===== config.mk =====
export PLATFORM = sky130hd
export DESIGN_NAME = ss_scan_driver
export DESIGN_NICKNAME = d
export VERILOG_FILES = /design/src/rtl/ss_pkg.sv /design/src/rtl/hex_to_seg7.sv /design/src/rtl/ss_scan_driver.sv
export SDC_FILE = /design/constraint.sdc
export NUM_CORES = 1
export LEC_CHECK = 0
export BUFFER_PORTS_ARGS = -buffer_cell sky130_fd_sc_hd__buf_2
export CORE_ASPECT_RATIO = 1.1
export CORE_MARGIN = 10
export CORE_UTILIZATION = 52
export DETAILED_ROUTE_END_ITERATION = 8
export GPL_TIMING_DRIVEN = 0
export PLACE_DENSITY = 0.76
export SYNTH_ARGS = -nofsm -noshare
export SYNTH_HDL_FRONTEND = slang
export SYNTH_SLANG_ARGS = --single-unit

===== constraint.sdc =====
create_clock -name clk -period 3.8 [get_ports clk]
set_input_delay 0.38 -clock clk [delete_from_list [all_inputs] [get_ports clk]]
set_output_delay 0.38 -clock clk [all_outputs]
set_load 0.02 [all_outputs]

===== src/rtl/ss_pkg.sv =====
// Shared constants for the seven-segment scan driver: panel size, idle pin levels and hex glyphs.
package ss_pkg;
   localparam int NUM_DIGITS = 8;
   localparam logic [6:0] SEG_OFF = 7'h7F;
   localparam logic [7:0] AN_OFF  = 8'hFF;

   // Active-high {g,f,e,d,c,b,a}; all 16 codes so formatter status nibbles still render.
   localparam logic [6:0] HEX7 [16] = '{
      7'h3F, 7'h06, 7'h5B, 7'h4F, 7'h66, 7'h6D, 7'h7D, 7'h07,
      7'h7F, 7'h6F, 7'h77, 7'h7C, 7'h39, 7'h5E, 7'h79, 7'h71
   };
endpackage


===== src/rtl/hex_to_seg7.sv =====
// Combinational hex nibble to active-high seven-segment glyph lookup.
module hex_to_seg7
   import ss_pkg::*;
(
   input  logic [3:0] i_nibble,
   output logic [6:0] o_seg
);
   assign o_seg = HEX7[i_nibble];
endmodule


===== src/rtl/ss_scan_driver.sv =====
// Time-multiplexes a frame-latched 8-nibble word onto a common-anode 7-seg panel
// with per-digit enable, blink and decimal point; one blank cycle per slot against ghosting.
module ss_scan_driver
   import ss_pkg::*;
#(
   parameter int SCAN_DIV  = 100000,
   parameter int BLINK_DIV = 50000000
)(
   input  logic        clk,
   input  logic        rst,
   input  logic [31:0] display_in,
   input  logic [7:0]  digit_en,
   input  logic [7:0]  blink_en,
   input  logic [7:0]  dp_in,
   output logic [7:0]  an,
   output logic [6:0]  seg,
   output logic        dp,
   output logic        frame_tick
);
   localparam int SCAN_W  = $clog2(SCAN_DIV);
   localparam int BLINK_W = (BLINK_DIV > 1) ? $clog2(BLINK_DIV) : 1;
   localparam int IDX_W   = $clog2(NUM_DIGITS);
   localparam logic [SCAN_W-1:0]  SCAN_LAST  = SCAN_W'(SCAN_DIV - 1);
   localparam logic [BLINK_W-1:0] BLINK_LAST = BLINK_W'(BLINK_DIV - 1);
   localparam logic [IDX_W-1:0]   IDX_LAST   = IDX_W'(NUM_DIGITS - 1);

   logic [SCAN_W-1:0]  r_scan_cnt;
   logic [IDX_W-1:0]   r_idx;
   logic [BLINK_W-1:0] r_blink_cnt;
   logic               r_blink_phase;
   logic               r_load_pend;
   logic [31:0]        r_word_buf;
   logic [7:0]         r_en_buf;
   logic [7:0]         r_blink_buf;
   logic [7:0]         r_dp_buf;
   logic [7:0]         r_an;
   logic [6:0]         r_seg;
   logic               r_dp;
   logic               r_frame_tick;

   logic               w_scan_wrap;
   logic               w_blink_wrap;
   logic               w_load;
   logic               w_lit;
   logic               w_drive;
   logic [3:0]         w_nibbles [NUM_DIGITS];
   logic [3:0]         w_nibble;
   logic [6:0]         w_seg_hi;

   assign w_scan_wrap  = (r_scan_cnt == SCAN_LAST);
   assign w_blink_wrap = (r_blink_cnt == BLINK_LAST);
   assign w_load       = r_load_pend | (w_scan_wrap & (r_idx == IDX_LAST));

   for (genvar gi = 0; gi < NUM_DIGITS; gi++) begin : g_nib
      assign w_nibbles[gi] = r_word_buf[4*gi +: 4];
   end
   assign w_nibble = w_nibbles[r_idx];

   hex_to_seg7 u_hex_to_seg7 (
      .i_nibble (w_nibble),
      .o_seg    (w_seg_hi)
   );

   // blink_phase=1 is the blanked half-period.
   assign w_lit   = r_en_buf[r_idx] & ~(r_blink_buf[r_idx] & r_blink_phase);
   assign w_drive = (r_scan_cnt != '0) & w_lit;

   always_ff @(posedge clk or posedge rst) begin
      if (rst) begin
         r_scan_cnt    <= '0;
         r_idx         <= '0;
         r_blink_cnt   <= '0;
         r_blink_phase <= 1'b0;
      end else begin
         r_scan_cnt  <= w_scan_wrap ? '0 : r_scan_cnt + 1'b1;
         r_blink_cnt <= w_blink_wrap ? '0 : r_blink_cnt + 1'b1;
         if (w_scan_wrap) begin
            r_idx <= (r_idx == IDX_LAST) ? '0 : r_idx + 1'b1;
         end
         if (w_blink_wrap) begin
            r_blink_phase <= ~r_blink_phase;
         end
      end
   end

   // Inputs are sampled only at frame boundaries so a mid-scan update cannot tear.
   always_ff @(posedge clk or posedge rst) begin
      if (rst) begin
         r_word_buf   <= '0;
         r_en_buf     <= '0;
         r_blink_buf  <= '0;
         r_dp_buf     <= '0;
         r_load_pend  <= 1'b1;
         r_frame_tick <= 1'b0;
      end else begin
         r_load_pend  <= 1'b0;
         r_frame_tick <= w_load;
         if (w_load) begin
            r_word_buf  <= display_in;
            r_en_buf    <= digit_en;
            r_blink_buf <= blink_en;
            r_dp_buf    <= dp_in;
         end
      end
   end

   always_ff @(posedge clk or posedge rst) begin
      if (rst) begin
         r_an  <= AN_OFF;
         r_seg <= SEG_OFF;
         r_dp  <= 1'b1;
      end else begin
         r_an  <= w_drive ? ~(NUM_DIGITS'(1) << r_idx) : AN_OFF;
         r_seg <= w_drive ? ~w_seg_hi : SEG_OFF;
         r_dp  <= w_drive ? ~r_dp_buf[r_idx] : 1'b1;
      end
   end

   assign an         = r_an;
   assign seg        = r_seg;
   assign dp         = r_dp;
   assign frame_tick = r_frame_tick;
endmodule


### Yosys cells after proc, flatten, opt, wreduce, memory -nomap -nowiden

Memories as Yosys holds them, arrays and structs flattened.
Cells that the tools add are included.

* register bits after elaboration: 121
* output and inout port bits: 17
* bits of input ports: 58
* memory bits (read-only): 112
* logic and storage cells: 54
* memories kept: 1

Memory list
* (no name shown): depth 16, width 7, rd ports 1, clocked after Yosys merged registers in 0, write ports 0, RTL line hex_to_seg7.sv:8 `assign o_seg = HEX7[i_nibble];`

* shifts and indexed selects: 1
* reductions and logical operators: 1
* add/sub/neg operators: 3
* $lt $le $gt $ge: 3
* bitwise gates (word level): 12
* equal/unequal tests: 3
* multiplexer cells: 17

Operators with widths (count)
* 26-bit by 1-bit adder with 26-bit output (second input constant): 1
* 26-bit equality test (second input constant): 1
* 26-bit 2-to-1 mux: 1
* 7-bit 2-to-1 mux: 3
* 17-bit by 1-bit adder with 17-bit output (second input constant): 1
* 17-bit equality test (second input constant): 1
* 17-bit 2-to-1 mux: 1
* 17-bit nonzero test: 1
* 4-bit binary-select mux with 3-bit select: 1
* 1-bit binary-select mux with 3-bit select: 3
* 4-bit 2-to-1 mux: 2
* 8-bit 2-to-1 mux: 1
* 8-bit inverter: 1
* 1-bit by 3-bit << shifter with 8-bit output (first input constant): 1
* 7-bit inverter: 1
* 5-bit greater-or-equal comparator (second input constant): 1
* 4-bit inverter with 5-bit output: 1
* 1-bit bitwise AND: 4
* 4-bit greater-or-equal comparator (second input constant): 1
* 3-bit by 4-bit less-than comparator with 1-bit output (second input constant): 1
* 1-bit 2-to-1 mux: 4
* 3-bit inverter with 4-bit output: 1
* 3-bit by 1-bit adder with 3-bit output (second input constant): 1
* 3-bit equality test (second input constant): 1
* other kinds (3): 5

### Logic depth before layout (Yosys ltp)

* depth after elaboration: 10
* depth in mapped cells: 11
* mapped depth without buffers: 9

### Hierarchy

From an unflattened synthesis, not the netlist that was laid out.

* cell total of the unflattened synthesis: 454
* area total of the unflattened synthesis: 5751.8 um^2

By module, submodules not included
* ss_scan_driver: sequential area each 3049.2 um^2, instances 1, area each 5464.0 um^2, cells an instance 421
* hex_to_seg7: sequential area each 0.0 um^2, instances 1, area each 287.8 um^2, cells an instance 33

### Least setup slack after synthesis

Ideal clock, no wire load.

* path type: register -> register
* start point: register r_idx[0]
* end point: register r_seg[3] (netlist: seg[3])
* period minus slack after synthesis: 2.238 ns
* path slack: 1.562 ns
* buffers on the path: 2
* stages on the path, launching flop included: 9
* required time: 3.722 ns
* data arrival time: 2.160 ns
* library setup time: 0.078 ns
* cell sequence: dfrtp_1 > buf_4 > buf_6 > mux4_2 > mux2_2 > ha_1 > mux2_2 > mux2i_1 > nand2_1

* word-level cells in the longest chain between the ends: 10
* elaborated cells between the ends (all ways): 18
* those cells by class: mux (10); bitwise (7); memory (1)

RTL lines
* start: declaration: RTL line ss_scan_driver.sv:28 `logic [IDX_W-1:0] r_idx;`
* start signal: assignment: RTL line ss_scan_driver.sv:78 `r_idx <= (r_idx == IDX_LAST) ? '0 : r_idx + 1'b1;`
* 3-bit inverter with 4-bit output (implied by the code): RTL line ss_scan_driver.sv:57 `assign w_nibble = w_nibbles[r_idx];`
* 4-bit binary-select mux with 3-bit select: RTL line ss_scan_driver.sv:57
* 4-bit 2-to-1 mux (implied by the code) (2 in a row): RTL line ss_scan_driver.sv:57
* 4-bit inverter with 5-bit output (implied by the code): RTL line hex_to_seg7.sv:8
* memory 16 x 7 bit
* 7-bit 2-to-1 mux (implied by the code) (2 in a row): RTL line hex_to_seg7.sv:8
* 7-bit inverter: RTL line ss_scan_driver.sv:114 `r_seg <= w_drive ? ~w_seg_hi : SEG_OFF;`
* 7-bit 2-to-1 mux *: RTL line ss_scan_driver.sv:114
* end signal: assignment: RTL line ss_scan_driver.sv:114
* end: declaration: RTL line ss_scan_driver.sv:37 `logic [6:0] r_seg;`

Mark *: on every way between the ends. The rest lies on a longest branch, timed or not. The select of a mux whose other input is x is not followed.
A chain may end at the register's enable or synchronous reset.

### Worst setup path after layout

* start point: register r_idx[1]
* end point: register r_seg[4] (netlist: seg[4])

Same word-level chain as after synthesis.

==> flow_summary.ini <==
[synth]
synth_seq_area_share_pct = 53.6
synthArstFlopShare_pct = 100
yosysWarnings = 0
synth_enable_flop_cells = 0
ys_seq_elements = 121
netlist_instances = 436
syn_nets = 509
postSynthAreaPerCell_um2 = 13.1
synth_flop_cell = dfrtp_1
synth_cell_types = 45
netlist_area_um2 = 5690

[critical_path]
path_cells = buf_2 > buf_2 > mux4_2 > a21boi_0 > o22ai_1 > nor2_2 > buf_4 > o211ai_1
critPathCaptureType = flop
cp_common_cell = buf_2
arrival_ns = 2.83
path_class = flop to flop
cp-start-kind = flop
cp_slowest_cell = dfrtp_1
cp.required_ns = 4.12
crit_path_max_fanout = 10
max_stage_delay_ns = 0.37

[cts]
cts_setup_buffers = 0
clkSinkCount = 121
clkLatencyLatePin_ns = 0.41
cts_tree = built
cts_buffer_depth = 2
root_buffer = clkbuf_16
clk_pin_slew_ns = 0.06
cts_buffers = 17
h-tree-depth = 4

[status]
status = finished, final reports clean

[global_routing]
use_met2_pct = 26.2
grt.total_usage_pct = 16.1
grt_pass1_vias = 4101
use_met3_pct = 5.10
antenna_found_initial = 0
use_met1_pct = 19.5
grt.busiest_layer = met2
grt_max_degree = 86
overflow = 0
grt_pass1_wl_um = 20100

[layout]
fin_cells = 691
fin_util_pct = 63.6
antennaDiodeCount = 0
syn_to_final_growth_pct = 20.9
drive_gt1_share_pct = 39.9
layout_common_cells = 104 x dfrtp_1, 80 x buf_2, 31 x nor2_1
fin_nets = 604
layout_commonest_cell = dfrtp_1

[power_and_ir_drop]
p_seq_share_pct = 42.5
p_clk_share_pct = 48.7
p_sw_share_pct = 22.1
p_comb_share_pct = 8.8
intPower_mw = 2.59
ir_worst_vdd_mv = 0.280
totalPowerFinal_mw = 3.33
power.density_nw_per_um2 = 483
p_leak_nw = 3.16
power_switching_mw = 0.734

[drt]
wl_um = 11800
drc = 0
drt_pass1_iterations = 4
drtIter0Drc = 168
routed_via_density = 5.28
wl_per_cell_um = 17.1
antenna_left = 0
vias = 3647

[die]
dieArea_um2 = 15500
io-pin-count = 75
initial_core_util_pct = 52.7
coreArea_um2 = 10800
dieHeight_um = 130
dieWidth_um = 120
rows = 40

[placed_design]
dp_cells = 658
portBuffers = 74
gp_congestion = 0.869
hpwl_um = 8390

[sta]
period_minus_slack_ns = 2.51
worst_pin_slew_ns = 0.528
slew_headroom_pct = 64.1
skew_ns = 0.0129
hold_viol_final = 0
slew_viol_final = 0
max_freq_ghz = 0.399
hold_slack_ns = 0.194
setup_violations = 0
finalCritPeriodShare_pct = 66.0
rsz0062_at_grt = no

[job]
cap_violations = 0

[hold_path]
hold_class = input pin to flop
-- synth_stat cells, drive strengths merged, types with 2 or more instances --
master | n | share of area, %
buf | 15 | 2.0
nand4 | 11 | 1.2
nand3 | 21 | 1.8
clkbuf | 3 | 0.20
nand2 | 28 | 1.8
nor2 | 32 | 2.2
dfrtp | 104 | 46
and3 | 6 | 0.66
o221ai | 3 | 0.46
xor2 | 15 | 2.3
mux2i | 8 | 1.5
o21ai | 6 | 0.53
nor2b | 2 | 0.22
inv | 14 | 0.92
xnor2 | 21 | 3.2
nor4 | 7 | 0.77
nand2b | 4 | 0.44
nor3 | 8 | 0.90
a21oi | 7 | 0.68
o211ai | 3 | 0.40
mux2 | 58 | 13
or3 | 2 | 0.22
mux4 | 14 | 5.5
and4 | 3 | 0.51
dfstp | 17 | 7.8
ha | 15 | 3.3
-- cells by family after synthesis --
kind of cell	synth area share, %
AO/OA/AOI/OAI	2.31
XOR/XNOR	5.54
adder cells (fa/ha/maj)	3.30
buffers and inverters	3.17
flip-flops	53.6
multiplexers	20.4
other	0.0659
AND/OR/NAND/NOR	11.7
-- worst max-delay path, delay by kind of cell (launching register included) --
family / cells / cell delay (ns)
mux: 1 / 0.36
buf+inv: 3 / 0.82
flops: 1 / 0.37
simple gates: 1 / 0.24
compound gates: 3 / 0.62
-- sequential cells by signal, indices dropped and copies added, names as in the netlist --
register and count:
dp 1, r_en_buf 8, frame_tick 1, r_scan_cnt 17
r_blink_cnt 26, r_dp_buf 8, r_load_pend 1, r_idx 3
r_blink_phase 1, r_blink_buf 8, r_word_buf 32, seg 7
an 8
-- metrics by stage --
stage	TNS [ns]	cell area, µm²	setup slack [ns]
3_3_place_gp	-97.81	6250	-0.951
5_1_grt	0	6880	1.13
3_5_place_dp	0	6280	1.29
2_1_floorplan	0	5690	0.234
6_report	0	6880	1.29
4_1_cts	0	6880	1.23
-- final timing paths --
path | start | end | slack, ns | depth (start not counted)
max | r_idx[1] | seg[4] | 1.29 | 8
min | dp_in[1] | r_dp_buf[1] | 0.19 | 2
max reg2reg | r_idx[1] | seg[4] | 1.29 | 8
min reg2reg | r_blink_cnt[4] | r_blink_cnt[4] | 0.48 | 1
max in group asynchronous | rst | dp | 2.57 | 4
min in group asynchronous | rst | r_blink_cnt[6] | 0.50 | 3
-- what timing repair did --
item	in CTS	in global routing
hold buffers	1	0
gates resized for setup	0	0
hold endpoints to repair	21	0
setup endpoints to repair	0	0
-- layer usage --
layer	routed length, µm	vias up	part of all wire [%]
met4	201	0	1.7
met3	691	19	5.8
li1	-	1719	-
met1	5190	1817	44
met5	0	-	0
met2	5750	92	49
-- final cells by class --
type                       count  area, µm²
fill                         838       3930
sequential                   121       3050
multi-input combinational    283       2460
clock buffer                  23        468
timing repair buffer          76        408
tap                          147        184
buffer                        18        128
clock inverter                 9        124
inverter                      14       57.6
-- power groups by stage --
stage                     combinational, mW  clock (mW)  sequential, mW
after global placement                0.280           0            1.43
after global routing                  0.319        1.69            1.42
final                                 0.293        1.62            1.41
after detailed placement              0.294           0            1.43
after floorplan                       0.188           0            1.44
after CTS                             0.298        1.63            1.41
No activity file was read; power rests on OpenSTA's default activity.
